===== src/rtl/clkbuf_seq_pkg.sv =====
// Shared types and limits for the clock-buffer branch sequencer.
package clkbuf_seq_pkg;

  localparam int unsigned NMAX       = 8;
  localparam int unsigned SETTLE_MAX = 15;
  localparam int unsigned CNT_W      = 4;
  localparam int unsigned PTR_W      = 3;

  typedef enum logic [0:0] {
    ST_IDLE   = 1'b0,
    ST_SETTLE = 1'b1
  } state_e;

  // Next round-robin start position after index idx among n branches.
  function automatic logic [PTR_W-1:0] rr_next(input logic [PTR_W-1:0] idx,
                                               input int unsigned n);
    if (32'(idx) + 32'd1 >= n) return '0;
    return idx + PTR_W'(1);
  endfunction

endpackage


===== src/rtl/clkbuf_seq_rr_pick.sv =====
// Combinational round-robin picker: lowest pending index at or after ptr, wrapping.
module clkbuf_seq_rr_pick
  import clkbuf_seq_pkg::*;
#(
  parameter int unsigned N = 4
) (
  input  logic [N-1:0]     pending_i,
  input  logic [PTR_W-1:0] ptr_i,
  output logic             valid_o,
  output logic [PTR_W-1:0] idx_o
);

  localparam int unsigned SW = PTR_W + 1;

  logic [N-1:0]  rot;
  logic [SW-1:0] sum;

  always_comb begin
    // Rotate so that bit 0 of rot corresponds to branch ptr.
    rot     = N'({pending_i, pending_i} >> ptr_i);
    valid_o = 1'b0;
    sum     = '0;
    for (int unsigned i = 0; i < N; i++) begin
      if (!valid_o && rot[i]) begin
        valid_o = 1'b1;
        sum     = {1'b0, ptr_i} + SW'(i);
      end
    end
    if (sum >= SW'(N)) sum = sum - SW'(N);
    idx_o = sum[PTR_W-1:0];
  end

endmodule


===== src/rtl/clkbuf_branch_sequencer.sv =====
// Staggers clock-gate enables of N clkbuf branches, one change per settle window.
module clkbuf_branch_sequencer
  import clkbuf_seq_pkg::*;
#(
  parameter int unsigned N      = 4,
  parameter int unsigned SETTLE = 3
) (
  input  logic         CLK,
  input  logic         RST,
  input  logic [N-1:0] REQ,
  output logic [N-1:0] EN,
  output logic [N-1:0] ACK,
  output logic         BUSY
);

  state_e           state_q, state_d;
  logic [CNT_W-1:0] cnt_q, cnt_d;
  logic [PTR_W-1:0] ptr_q, ptr_d;
  logic [N-1:0]     en_q, en_d;
  logic [N-1:0]     ack_q, ack_d;
  logic [N-1:0]     cur_q, cur_d;
  logic [N-1:0]     sel;
  logic [N-1:0]     pending;
  logic             pick_valid;
  logic [PTR_W-1:0] pick_idx;

  assign pending = REQ ^ en_q;

  clkbuf_seq_rr_pick #(.N(N)) u_pick (
    .pending_i (pending),
    .ptr_i     (ptr_q),
    .valid_o   (pick_valid),
    .idx_o     (pick_idx)
  );

  always_comb begin
    state_d = state_q;
    cnt_d   = cnt_q;
    ptr_d   = ptr_q;
    en_d    = en_q;
    ack_d   = ack_q;
    cur_d   = cur_q;
    sel     = N'(1) << pick_idx;
    case (state_q)
      ST_IDLE: begin
        if (pick_valid) begin
          // Turning a branch off drops its ACK on the same edge as its EN.
          en_d    = en_q ^ sel;
          ack_d   = ack_q & ~sel;
          cur_d   = sel;
          cnt_d   = CNT_W'(SETTLE);
          ptr_d   = rr_next(pick_idx, N);
          state_d = ST_SETTLE;
        end
      end
      ST_SETTLE: begin
        cnt_d = cnt_q - CNT_W'(1);
        if (cnt_q == CNT_W'(1)) begin
          state_d = ST_IDLE;
          ack_d   = ack_q | (cur_q & en_q);
        end
      end
      default: state_d = ST_IDLE;
    endcase
  end

  always_ff @(posedge CLK) begin
    if (RST) begin
      state_q <= ST_IDLE;
      cnt_q   <= '0;
      ptr_q   <= '0;
      en_q    <= '0;
      ack_q   <= '0;
      cur_q   <= '0;
    end else begin
      state_q <= state_d;
      cnt_q   <= cnt_d;
      ptr_q   <= ptr_d;
      en_q    <= en_d;
      ack_q   <= ack_d;
      cur_q   <= cur_d;
    end
  end

  assign EN   = en_q;
  assign ACK  = ack_q;
  assign BUSY = (state_q == ST_SETTLE);

endmodule


===== config.mk =====
export PLATFORM = sky130hd
export DESIGN_NAME = clkbuf_branch_sequencer
export DESIGN_NICKNAME = d
export VERILOG_FILES = /design/src/rtl/clkbuf_seq_pkg.sv /design/src/rtl/clkbuf_seq_rr_pick.sv /design/src/rtl/clkbuf_branch_sequencer.sv
export SDC_FILE = /design/constraint.sdc
export NUM_CORES = 1
export LEC_CHECK = 0
export BUFFER_PORTS_ARGS = -buffer_cell sky130_fd_sc_hd__buf_2
export CORE_MARGIN = 3
export CORE_UTILIZATION = 58
export CTS_CLUSTER_DIAMETER = 120
export DETAILED_ROUTE_END_ITERATION = 6
export PLACE_DENSITY = 0.79
export SKIP_LAST_GASP = 1
export SLEW_MARGIN = 5
export SYNTH_ARGS = -nofsm -noshare
export SYNTH_HDL_FRONTEND = slang
export SYNTH_SLANG_ARGS = --single-unit

===== constraint.sdc =====
create_clock -name CLK -period 3.6 [get_ports CLK]
set_clock_uncertainty 0.2 [all_clocks]
set_input_delay 0.54 -clock CLK [delete_from_list [all_inputs] [get_ports CLK]]
set_output_delay 0.54 -clock CLK [all_outputs]
set_load 0.05 [all_outputs]

==> results.yml <==
worst_setup_path:
  crit_type: "register to register"
  crit_path_start_kind: "register"
  slowest_delay_ps: 470
  cp_slowest_cell: "o31ai_1"
  worstPathCellList: "xnor2_2 > o22ai_1 > a32oi_1 > nor2_1 > o31ai_1 > inv_1 > ha_1 > ha_1 > o21a_1 > o21ai_0 > a21oi_1"
  crit_family: "compound AO/OA/AOI/OAI gates"
  end_kind: "register"
  cpMostUsedCell: "ha_1"
  r2r_setup_slack_ps: 310
  arrival_ps: 3280
  rr_startpoint: "EN[3]"
  worstPathRequired_ps: 3580
  crit_fanout: 10
  r2r_cells: 11
  rr_endpoint: "ptr_q[0]"
  crit_buf_inv: 1
place:
  dp_hpwl_um: 2420
  portBuffers: 14
  place_congestion: 0.851
  pre_cts_ws_ps: 21.8
floorplanning:
  dieArea_mm2: 0.00308
  io_pins: 15
  fp.dieH_um: 55.5
  core_area_mm2: 0.00228
  initial_core_util: 0.623
  dieWidth_um: 55.5
  rows: 17
synth:
  yosys_warnings: 0
  ys_ff_latch: 20
  syn_area_per_cell_um2: 8.65
  synth_area_leaders: "dfxtp_1 28%, ha_1 9.7%, mux2_2 3.2%"
  yosysSeqAreaShare: 0.282
  yosys.area.top_type_share: 0.282
  synth_nets: 181
  synth_area_mm2: 0.00142
  yosys.area.top_type: "dfxtp_1"
  synth_cell_types: 49
  async_reset_ff_frac: 0
  syn_inst: 164
  synth_edf_count: 0
  synthTopCellsByCount: "20 x dfxtp_1, 12 x nand2_1, 12 x nor2_1"
  synth_ff_type: "dfxtp_1"
  yosysMostFrequentCell: "dfxtp_1"
detailed_routing:
  ant_nets: 0
  drt-total-wl_um: 3180
  vias: 1302
  drt_iter0_drc: 27
  drc: 0
  vias_per_cell: 6.26
  post_drt_wl_per_cell_um: 15.3
  firstDrtPassIters: 4
hold_path:
  hold_end: "ACK[3]"
  hp-start: "ACK[3]"
  hold_path_class: "register to register"
  whs_path_depth: 2
clocking:
  htree_levels: 1
  clk_pin_slew_worst_paths_ps: 110
  clock_sinks: 20
  clk_path_buf_depth: 2
  holdBufCountCts: 0
  clock_latency_ps: 300
  cts-root-buf: "clkbuf_4"
  tritoncts: "done"
  numCtsBuffers: 3
grt:
  grt_max_degree: 24
  grt_pass1_wl_um: 5440
  grt_pass1_vias: 1280
  antenna_found_initial: 0
  grt.total_usage: 0.207
  overflow: 0
timing:
  setup_violations: 0
  hold_violations: 0
  tightestPinTransition_ps: 890
  fin_tns_setup_ps: 0
  period_needed_ps: 3290
  fin_crit_sh: 0.914
  slew_violations: 0
  fmax_mhz: 304
  rsz0062_at_grt: "no"
  max-slew-margin-rel: 0.399
  fin_ws_ps: 309
cells_and_area:
  fillers: 186
  layout-drive-gt1-share: 0.200
  fin_nets: 198
  area_delta_synth_final_pct: 11.6
  antennaDiodeCount: 0
run_status:
  status: "complete, no violations"
power_and_ir_drop:
  pwr_density_cell_mw_per_mm2: 769
  peakVddDrop_uv: 568
  power_leakage_uw: 0.000689
flow_run:
  cap_violations: 0
[worst reg2reg max path: cells and delay by family, from the launching register on]
kind            cells  cell delay [ps]
simple gates        1              110
compound gates      6             1350
flops               1              370
fa+ha+maj           2              540
xor+xnor            1              440
buf+inv             1              150
[flip-flops by register name, summed over array words and instances, names as in the netlist]
signal / cells
cur_q: 4
EN: 4
ptr_q: 3
BUSY: 1
cnt_q: 4
ACK: 4
[cell families (layout without fill, tap and decap cells)]
kind of cell,after synthesis,after routing,share of synthesized area
compound gates,45,45,0.246
xor+xnor,10,10,0.0670
fa+ha+maj,11,11,0.0970
buf+inv,14,30,0.0370
flops,20,20,0.282
mux,7,7,0.0644
simple gates,57,57,0.206
[per-layer routing]
layer | wire, um | GRT usage | up-vias
met5 | 0 | 0 | -
met4 | 23 | 0.0799 | 0
met3 | 148 | 0.0140 | 4
met2 | 1540 | 0.358 | 40
met1 | 1470 | 0.267 | 620
li1 | - | - | 638
[report_power, final]
| group | internal (uW) | total (uW) | switching [uW] |
|---|---|---|---|
| Sequential | 273 | 334 | 61.3 |
| Clock | 61.7 | 128 | 66.3 |
| Combinational | 297 | 755 | 458 |
| Total | 632 | 1220 | 585 |
[worst max path at each step]
stage                start  depth (start not counted)  slack [ps]       end
floorplan            EN[1]                         11         420  ptr_q[0]
global placement    REQ[2]                         12         190  ptr_q[0]
detailed placement  REQ[2]                         12          20  ptr_q[0]
CTS                  EN[2]                         11         260  ptr_q[1]
global route         EN[3]                         11          90  ptr_q[1]
finish               EN[3]                         11         310  ptr_q[0]
[area by class of cell]
type	instances	area (um^2)	area share
Multi-Input combinational cell	130	981	0.620
Sequential cell	20	400	0.253
Timing Repair Buffer	18	100	0.0632
Clock buffer	4	36.3	0.0229
Inverter	8	30.0	0.0190
Tap cell	28	35.0	0.0221
[metrics by stage]
step	cell area [um^2]	cells	hold slack, ps	power, uW	utilization
after global placement	1530	204	240	1040	0.673
after floorplan	1420	164	237	900	-
after detailed placement	1530	204	249	1070	0.673
after global routing	1580	208	313	1310	0.695
final	1580	208	266	1220	0.695
after CTS	1570	208	266	1200	0.689
[repair_timing]
| action | 4_1_cts | 5_1_grt |
|---|---|---|
| setup endpoints to repair | 0 | 1 |
| gates resized for setup | 0 | 2 |
| setup buffers | 0 | 0 |
[layout by cell type, fill, tap and decap left out, drive strengths merged, types with 2 or more instances in the layout]
master / instances
a211oi: 2
a21oi: 6
a31oi: 5
and2: 6
buf: 18
clkbuf: 4
dfxtp: 20
ha: 11
inv: 8
mux2: 4
mux2i: 2
nand2: 12
nand3: 5
nor2: 12
nor2b: 5
nor3: 8
o2111ai: 2
o211a: 3
o21ai: 5
o21ba: 3
o221ai: 2
o22ai: 3
xnor2: 5
xor2: 5
Power figures use the tool's default switching activity.
